## config.mk

```make
export PLATFORM = sky130hd
export DESIGN_NAME = esm_issue_window_flat
export DESIGN_NICKNAME = d
export VERILOG_FILES = /design/src/rtl/esm_issue_window_if.sv /design/src/rtl/esm_issue_window.sv /design/src/flat_wrapper.sv
export SDC_FILE = /design/constraint.sdc
export NUM_CORES = 2
export LEC_CHECK = 0
export BUFFER_PORTS_ARGS = -buffer_cell sky130_fd_sc_hd__buf_2
export CAP_MARGIN = 40
export CORE_ASPECT_RATIO = 0.9
export CORE_MARGIN = 4
export CORE_UTILIZATION = 30
export DETAILED_ROUTE_END_ITERATION = 10
export MAX_ROUTING_LAYER = met4
export PLACE_DENSITY = 0.52
export REMOVE_ABC_BUFFERS = 1
export SLEW_MARGIN = 25
export SYNTH_ARGS = -nofsm -noshare
export SYNTH_HDL_FRONTEND = slang
export SYNTH_SLANG_ARGS = --single-unit
export TNS_END_PERCENT = 1
```

## constraint.sdc

```tcl
create_clock -name clk -period 6.4 [get_ports clk]
set_input_delay 0.96 -clock clk [delete_from_list [all_inputs] [get_ports clk]]
set_output_delay 0.96 -clock clk [all_outputs]
set_load 0.05 [all_outputs]
```

## src/rtl/esm_issue_window_if.sv

```systemverilog
`default_nettype none
// ---------------------------------------------------------------------------
// esm_issue_window_if : allocate / issue / complete / flush bundle  | rev 1.0
// ---------------------------------------------------------------------------
interface esm_issue_window_if #(
    parameter int IW = 32,
    parameter int BS = 16
);
    localparam int XW = $clog2(BS);

    logic          in_valid;
    logic          in_ready;
    logic [IW-1:0] instr_in;
    logic          alu_src;
    logic          reg_write;
    logic [XW-1:0] alloc_index;
    logic          issue_valid;
    logic          issue_ready;
    logic [XW-1:0] issue_index;
    logic [IW-1:0] issue_instr;
    logic          complete_valid;
    logic [XW-1:0] complete_index;
    logic          flush;
    logic [XW:0]   occupancy;

    modport master (
        output in_valid, instr_in, alu_src, reg_write, issue_ready,
               complete_valid, complete_index, flush,
        input  in_ready, alloc_index, issue_valid, issue_index, issue_instr, occupancy
    );

    modport slave (
        input  in_valid, instr_in, alu_src, reg_write, issue_ready,
               complete_valid, complete_index, flush,
        output in_ready, alloc_index, issue_valid, issue_index, issue_instr, occupancy
    );
endinterface
`default_nettype wire

```

## src/rtl/esm_issue_window.sv

```systemverilog
`default_nettype none
// ---------------------------------------------------------------------------
// esm_issue_window : BS-entry window with RAW tracking and in-order-free issue | rev 1.0
// ---------------------------------------------------------------------------
module esm_issue_window #(
    parameter int IW     = 32,
    parameter int REGNUM = 32,
    parameter int BS     = 16
) (
    input  wire logic            clk,
    input  wire logic            rst,
    esm_issue_window_if.slave    bus
);
    localparam int RW = $clog2(REGNUM);
    localparam int XW = $clog2(BS);

    logic [BS-1:0] r_valid;
    logic [BS-1:0] r_issued;
    logic [BS-1:0] r_writes;
    logic [IW-1:0] r_instr [BS];
    logic [RW-1:0] r_rd    [BS];
    logic [BS-1:0] r_dep   [BS];
    logic          r_lock;
    logic [XW-1:0] r_sel;
    logic [XW:0]   r_occ;

    logic          w_any_free;
    logic [XW-1:0] w_alloc_idx;
    logic [BS-1:0] w_ready;
    logic          w_any_ready;
    logic [XW-1:0] w_ready_idx;
    logic          w_issue_valid;
    logic [XW-1:0] w_issue_idx;
    logic          w_alloc_fire;
    logic          w_issue_fire;
    logic          w_cmp_fire;
    logic [BS-1:0] w_cmp_mask;
    logic [BS-1:0] w_new_dep;
    logic [RW-1:0] w_rs1;
    logic [RW-1:0] w_rs2;
    logic [RW-1:0] w_rd;

    assign w_rs1 = bus.instr_in[15 +: RW];
    assign w_rs2 = bus.instr_in[20 +: RW];
    assign w_rd  = bus.instr_in[7  +: RW];

    always_comb begin
        w_any_free  = 1'b0;
        w_alloc_idx = '0;
        w_any_ready = 1'b0;
        w_ready_idx = '0;
        w_ready     = '0;
        for (int i = BS - 1; i >= 0; i--) begin
            w_ready[i] = r_valid[i] & ~r_issued[i] & (r_dep[i] == '0);
            if (!r_valid[i]) begin
                w_any_free  = 1'b1;
                w_alloc_idx = XW'(i);
            end
            if (w_ready[i]) begin
                w_any_ready = 1'b1;
                w_ready_idx = XW'(i);
            end
        end
    end

    // A locked offer is held regardless of newly ready lower slots.
    assign w_issue_valid = r_lock | w_any_ready;
    assign w_issue_idx   = r_lock ? r_sel : w_ready_idx;
    assign w_issue_fire  = w_issue_valid & bus.issue_ready;
    assign w_alloc_fire  = bus.in_valid & w_any_free;
    assign w_cmp_fire    = bus.complete_valid & r_valid[bus.complete_index]
                         & r_issued[bus.complete_index];
    assign w_cmp_mask    = w_cmp_fire ? (BS'(1) << bus.complete_index) : '0;

    // r_writes already excludes rd==0, so x0 can never match as a producer.
    always_comb begin
        w_new_dep = '0;
        for (int j = 0; j < BS; j++) begin
            w_new_dep[j] = r_valid[j] & r_writes[j] & ~w_cmp_mask[j]
                         & ((r_rd[j] == w_rs1) | (~bus.alu_src & (r_rd[j] == w_rs2)));
        end
    end

    always_ff @(posedge clk or negedge rst) begin
        if (!rst) begin
            r_valid  <= '0;
            r_issued <= '0;
            r_writes <= '0;
            r_lock   <= 1'b0;
            r_sel    <= '0;
            r_occ    <= '0;
            for (int i = 0; i < BS; i++) begin
                r_instr[i] <= '0;
                r_rd[i]    <= '0;
                r_dep[i]   <= '0;
            end
        end else if (bus.flush) begin
            r_valid  <= '0;
            r_issued <= '0;
            r_lock   <= 1'b0;
            r_occ    <= '0;
            for (int i = 0; i < BS; i++) begin
                r_dep[i] <= '0;
            end
        end else begin
            if (w_issue_fire) begin
                r_issued[w_issue_idx] <= 1'b1;
                r_lock                <= 1'b0;
            end else if (w_issue_valid) begin
                r_lock <= 1'b1;
                r_sel  <= w_issue_idx;
            end
            if (w_cmp_fire) begin
                r_valid[bus.complete_index]  <= 1'b0;
                r_issued[bus.complete_index] <= 1'b0;
            end
            for (int i = 0; i < BS; i++) begin
                r_dep[i] <= r_dep[i] & ~w_cmp_mask;
            end
            if (w_alloc_fire) begin
                r_valid[w_alloc_idx]  <= 1'b1;
                r_issued[w_alloc_idx] <= 1'b0;
                r_instr[w_alloc_idx]  <= bus.instr_in;
                r_writes[w_alloc_idx] <= bus.reg_write & (w_rd != '0);
                r_rd[w_alloc_idx]     <= w_rd;
                r_dep[w_alloc_idx]    <= w_new_dep;
            end
            r_occ <= r_occ + (XW+1)'(w_alloc_fire) - (XW+1)'(w_cmp_fire);
        end
    end

    assign bus.in_ready    = w_any_free;
    assign bus.alloc_index = w_alloc_idx;
    assign bus.issue_valid = w_issue_valid;
    assign bus.issue_index = w_issue_valid ? w_issue_idx : '0;
    assign bus.issue_instr = w_issue_valid ? r_instr[w_issue_idx] : '0;
    assign bus.occupancy   = r_occ;
endmodule
`default_nettype wire

```

## src/flat_wrapper.sv

```systemverilog
// flat-port wrapper written by rule: the top's interface ports become plain ports
module esm_issue_window_flat 
#(
    parameter int IW     = 32,
    parameter int REGNUM = 32,
    parameter int BS     = 16
)
  (clk, rst, bus_in_valid, bus_instr_in, bus_alu_src, bus_reg_write, bus_issue_ready, bus_complete_valid, bus_complete_index, bus_flush, bus_in_ready, bus_alloc_index, bus_issue_valid, bus_issue_index, bus_issue_instr, bus_occupancy);
  esm_issue_window_if #(.IW(IW), .BS(BS)) bus_i ();
  input  wire logic clk;
  input  wire logic rst;
  input wire logic [$bits(bus_i.in_valid)-1:0] bus_in_valid;
  input wire logic [$bits(bus_i.instr_in)-1:0] bus_instr_in;
  input wire logic [$bits(bus_i.alu_src)-1:0] bus_alu_src;
  input wire logic [$bits(bus_i.reg_write)-1:0] bus_reg_write;
  input wire logic [$bits(bus_i.issue_ready)-1:0] bus_issue_ready;
  input wire logic [$bits(bus_i.complete_valid)-1:0] bus_complete_valid;
  input wire logic [$bits(bus_i.complete_index)-1:0] bus_complete_index;
  input wire logic [$bits(bus_i.flush)-1:0] bus_flush;
  output wire logic [$bits(bus_i.in_ready)-1:0] bus_in_ready;
  output wire logic [$bits(bus_i.alloc_index)-1:0] bus_alloc_index;
  output wire logic [$bits(bus_i.issue_valid)-1:0] bus_issue_valid;
  output wire logic [$bits(bus_i.issue_index)-1:0] bus_issue_index;
  output wire logic [$bits(bus_i.issue_instr)-1:0] bus_issue_instr;
  output wire logic [$bits(bus_i.occupancy)-1:0] bus_occupancy;
  assign bus_i.in_valid = bus_in_valid;
  assign bus_i.instr_in = bus_instr_in;
  assign bus_i.alu_src = bus_alu_src;
  assign bus_i.reg_write = bus_reg_write;
  assign bus_i.issue_ready = bus_issue_ready;
  assign bus_i.complete_valid = bus_complete_valid;
  assign bus_i.complete_index = bus_complete_index;
  assign bus_i.flush = bus_flush;
  assign bus_in_ready = bus_i.in_ready;
  assign bus_alloc_index = bus_i.alloc_index;
  assign bus_issue_valid = bus_i.issue_valid;
  assign bus_issue_index = bus_i.issue_index;
  assign bus_issue_instr = bus_i.issue_instr;
  assign bus_occupancy = bus_i.occupancy;
  esm_issue_window #(.IW(IW), .REGNUM(REGNUM), .BS(BS)) u_core (.clk(clk), .rst(rst), .bus(bus_i));
endmodule
```

Yosys cells after proc, flatten, opt, wreduce, memory -nomap -nowiden
Cells that the tools add are included.

$add $sub $neg: 2. $lt $le $gt $ge: 9. Equality and inequality tests: 32. Shift-type cells: 1. Mux-type cells: 107. Bitwise logic cells: 179. Reduce and logical (&&, ||, !) cells: 24.

Operator list (count): $bwmux 512 (1); $mux 256 (2); $and 16x16->16 (19); $bwmux 256 (1); $logic_not 16->1 (16); $mux 16 (12); $eq 5x5->1 (32); $mux 4 (34); $bmux 32 s4 (1); $demux 32 s4 (1); $mux 32 (4); $and 1x1->1 (101); $bwmux 80 (1); $demux 16 s4 (1); $not 16->16 (3); $mux 1 (40); $not 1->1 (35); $or 16x16->16 (2); $demux 5 s4 (1); $or 1x1->1 (17); $bwmux 16 (1); $shl 1x4->16 const A (1); $lt 4x5->1 const B (3); $demux 1 s4 (3); 13 further kinds (22).

Register bits after elaboration: 906. Input bits: 44. Output and inout port bits: 47. Logic and storage cells: 408.

Depth between registers and ports, before layout
Word-level depth: 33. Depth in mapped cells: 15. Depth with buffers taken out: 13.

Worst setup path before layout
OpenSTA, ideal clock, no wires.

Path kind: reg-to-output. Start: reg u_core.r_dep[32] (netlist bit). End: out bus_issue_instr[2]. Data arrival time: 3556 ps. Required time: 5440 ps. Slack: 1884 ps. Cell stages (with the launch flop): 13. Path buffers: 1. Path through: dfrtp_1 -> or4_1 -> or3_1 -> or3_1 -> o2111a_1 -> nand2_1 -> a21boi_1 -> inv_1 -> nor2_1 -> clkbuf_1 -> a22oi_1 -> a21oi_1 -> nor2_1.

Word-level cells in the longest chain between the ends: 22. Elaborated cells between the ends (all ways): 37. Those cells by class: mux (33); bitwise (3); reduce/logical (1).

Ends and longest elaborated chain: start, declared (RTL line esm_issue_window.sv:22) `logic [BS-1:0] r_dep [BS];`; start signal, assigned by index (RTL line esm_issue_window.sv:118) `r_dep[i] <= r_dep[i] & ~w_cmp_mask;`; start signal, assigned by index (RTL line esm_issue_window.sv:126) `r_dep[w_alloc_idx] <= w_new_dep;`; $logic_not 16->1 (*) (RTL line esm_issue_window.sv:54) `w_ready[i] = r_valid[i] & ~r_issued[i] & (r_dep[i] == '0);`; $and 1x1->1 (*) (RTL line esm_issue_window.sv:54); $mux 4 (14 in a row) (RTL line esm_issue_window.sv:59) `if (w_ready[i]) begin`; $mux 4 (RTL line esm_issue_window.sv:68) `assign w_issue_idx = r_lock ? r_sel : w_ready_idx;`; $not 4->5 (implied by the code) (RTL line esm_issue_window.sv:136) `assign bus.issue_instr = w_issue_valid ? r_instr[w_issue_idx] : '0;`; $bmux 32 s4 (RTL line esm_issue_window.sv:136); $mux 32 (implied by the code) (2 in a row) (RTL line esm_issue_window.sv:136); $mux 32 (*) (RTL line esm_issue_window.sv:136); end, declared (RTL line flat_wrapper.sv:24) `output wire logic [$bits(bus_i.issue_instr)-1:0] bus_issue_instr;`.

Mark *: on every way between the ends. The rest lies on a longest branch, timed or not. The select of a mux whose other input is x is not followed.

Worst setup path after layout
Start: reg u_core.r_dep[32] (netlist bit). End: out bus_issue_instr[19].

The elaborated chain is that of the path after synthesis.

==> results.yml <==
yosys:
  synth.cell_area_sq_um: 39700
  synth_top_family_by_area: "multiplexers"
  synth_seq_cells: 826
  yosys.area.top_type_share_pct: 52.1
  synthArstFlopShare_pct: 100
  synthAdderAreaFrac_pct: 0.208
  syn_avg_cell_area_sq_um: 11.3
  synth_ff_type: "dfrtp_1"
  synth_cell_type_count: 65
  syn_inst: 3529
  yosys.area_share.simple_pct: 10.5
  yosys_warnings: 0
  yosys-top-cells-area: "dfrtp_1 52%, mux2_2 15%, mux2i_1 7.8%"
  synth_mux_area_share_pct: 22.3
  seq_area_frac_synth_pct: 52.1
  synth_xor_area_share_pct: 3.62
  yosys.area.top_type: "dfrtp_1"
  synth_compound_area_share_pct: 7.96
  synth_edf_count: 0
setup_path:
  crit_required_ns: 5.44
  critPathCaptureType: "output pin"
  path_cells: "or4_1 -> or3_1 -> or3_1 -> a311oi_1 -> o21ai_1 -> a21oi_4 -> buf_12 -> inv_2 -> nor2_2 -> buf_4 -> a22oi_1 -> a21oi_1 -> nor2_1 -> buf_2"
  startpoint_type: "register"
  timing.critical_path.buf_inv: 4
  cp_common_cell: "or3_1"
  worstSetupPathType: "register to output pin"
  critPathArrivalTime_ns: 5.04
  crit_path_top_delay_cell: "or4_1"
  cp_top_family: "simple AND/OR/NAND/NOR gates"
  worstPathMaxFanout: 69
  rrSetupSlack_ns: 2.07
  crit_path_max_incr_delay_ns: 0.53
die:
  coreArea_sq_um: 131000
  initial_core_util_pct: 30.2
  io_pins: 91
  die_w_um: 392
  fp.dieH_um: 353
  die_area_sq_um: 138000
  num_rows: 126
grt:
  met2_usage_pct: 27.6
  use_met1_pct: 27.9
  antenna_found_initial: 4
  grt_busiest_layer: "met1"
  track_usage_pct: 19.4
  grt_max_degree: 148
  grt_overflow_total: 0
  grt_pass1_vias: 28355
  grt_pass1_wl_um: 197000
  met3_usage_pct: 3.65
routing:
  avgRoutedWirePerCell_um: 24.9
  vias: 28699
  drc_errors: 0
  dr.pass1.iters: 6
  ant_nets: 0
  drt_iter0_markers: 2509
  vias_per_cell: 5.38
  routed_wl_um: 133000
cts:
  cts_setup_buffers: 0
  cts-buffers-inserted: 91
  tritoncts: "done"
  cts_hold_buf: 0
  cts_max_level: 3
  cts_resized: 0
  clock_path_buffers: 3
  cts.sinks: 826
  path_clk_slew_ns: 0.06
  clkLatencyLatePin_ns: 0.70
  root_buffer: "clkbuf_16"
timing:
  clock_skew_ns: 0.0340
  slew_viol_final: 0
  rsz0062_at_grt: "no"
  period_minus_slack_ns: 6.00
  slew_headroom_pct: 37.6
  hold_viol: 0
  setup_violations: 0
  finalCritPeriodShare_pct: 93.7
  whs_ns: 0.312
  worstMarginPinSlew_ns: 0.927
  max_freq_mhz: 167
power:
  p_seq_share_pct: 44.8
  comb_power_share_pct: 11.1
  p_per_area_nw_per_um2: 270
  p_switching_w: 0.00332
  max-vdd-ir-drop_mv: 0.213
  power_leakage_nw: 22.0
  swShare_pct: 26.9
  clockPowerShare_pct: 44.1
  p_int_w: 0.00900
hold_path:
  min_path_type: "input port to async pin"
job:
  cap_violations: 0
finish:
  nets: 3573
  layout_commonest_cell: "dfrtp_1"
  drive_gt1_share_pct: 25.7
  mostFrequentLayoutCells: "826 x dfrtp_1, 512 x mux2_2, 308 x mux2i_1"
  area_delta_synth_final_pct: 15.1
  fin_area_sq_um: 45700
placement:
  dpl.hpwl_um: 81100
  port_buffers: 90
  place_area_sq_um: 42500
  gp_congestion: 0.965
outcome:
  outcome: "finished, final reports clean"
[synth_stat cells, types with 9 or more instances]
library cell,number
a22oi_1,67
or4_1,14
nand4_1,31
xnor2_1,99
nor4b_1,11
mux2i_1,308
o22ai_1,31
buf_2,58
inv_1,17
and4_1,24
nand3_1,281
mux2_2,512
nand2_1,260
o31ai_1,31
nor4_1,43
dfrtp_1,826
buf_1,52
a21oi_1,250
nor3_1,33
xor2_1,65
o21ai_0,78
o211ai_1,30
and3_1,10
nor2_1,102
clkbuf_1,199
nor2b_1,9
[kinds of logic after synthesis]
group / after synthesis
DFF: 826
AOI/OAI and AO/OA: 529
adders and majority gates: 6
xor gates and xnor gates: 164
muxes: 821
and+or+nand+nor: 852
buffers and inverters: 331
[metrics by stage]
step / total power [W] / instances / utilization [%] / setup WS [ns] / TNS, ns
3_5_place_dp: 0.00699 / 5149 / 32.3 / 1.10 / 0
3_3_place_gp: 0.00696 / 5130 / 32.1 / 1.15 / 0
2_1_floorplan: 0.00664 / 3217 / - / -20.65 / -820.80
6_report: 0.0123 / 5331 / 34.8 / 0.403 / 0
4_1_cts: 0.0124 / 5320 / 34.7 / 0.345 / 0
5_1_grt: 0.0128 / 5330 / 34.8 / 0.170 / 0
[power by group through the flow]
stage | clock network (W) | registers, W | logic [W]
floorplan | 0 | 0.00562 | 0.00102
global route | 0.00577 | 0.00554 | 0.00147
CTS | 0.00555 | 0.00552 | 0.00138
global placement | 0 | 0.00561 | 0.00135
detailed placement | 0 | 0.00561 | 0.00137
finish | 0.00543 | 0.00552 | 0.00137
[worst register-to-register path: stages (launching register included)]
cell and delay, ns:
dfrtp_1 0.37, nor4_1 0.52, nand4_1 0.28, o22ai_1 0.51, nor3_1 0.22, and2_1 0.23, a21boi_1 0.14, buf_4 0.19
nand2_2 0.50, nor2_1 0.71, a21oi_1 0.15, a2111oi_0 0.40
[final timing paths]
| path | depth (start not counted) | to | startpoint |
|---|---|---|---|
| worst min register to register | 2 | u_core.r_dep[107]$_DFF_PN0_ | u_core.r_dep[107]$_DFF_PN0_ |
| min in group clk | 2 | u_core.r_dep[107]$_DFF_PN0_ | u_core.r_dep[107]$_DFF_PN0_ |
| max in group asynchronous | 2 | u_core.r_instr[498]$_DFFE_PN0P_ | rst |
| worst max-delay path | 14 | bus_issue_instr[19] | u_core.r_dep[32]$_DFF_PN0_ |
| worst min-delay path | 1 | u_core.r_instr[217]$_DFFE_PN0P_ | rst |
| worst max register to register | 11 | u_core.r_issued[2]$_DFF_PN0_ | u_core.r_dep[131]$_DFF_PN0_ |
[layout make-up]
cell class / count / area [sq um]
Fill cell: 13086 / 85600
Sequential cell: 826 / 20700
Multi-Input combinational cell: 2372 / 17900
Clock buffer: 133 / 2690
Tap cell: 1728 / 2160
Timing Repair Buffer: 213 / 1820
Clock inverter: 38 / 369
Inverter: 19 / 71.3
Antenna cell: 2 / 5.00
[state kept, by name, indices dropped and copies added, names as in the netlist]
| name | count |
|---|---|
| u_core.r_lock | 1 |
| u_core.r_valid | 16 |
| u_core.r_rd | 64 |
| u_core.r_issued | 16 |
| u_core.r_sel | 4 |
| u_core.r_dep | 256 |
| u_core.bus.occupancy | 5 |
| u_core.r_instr | 448 |
| u_core.r_writes | 16 |
[metal layers]
metal | wire [um] | vias up
met2 | 57700 | 978
met3 | 8910 | 224
li1 | - | 12660
met4 | 4140 | 0
met1 | 61800 | 14837
met5 | 0 | -
(Power assumes the default switching activity.)
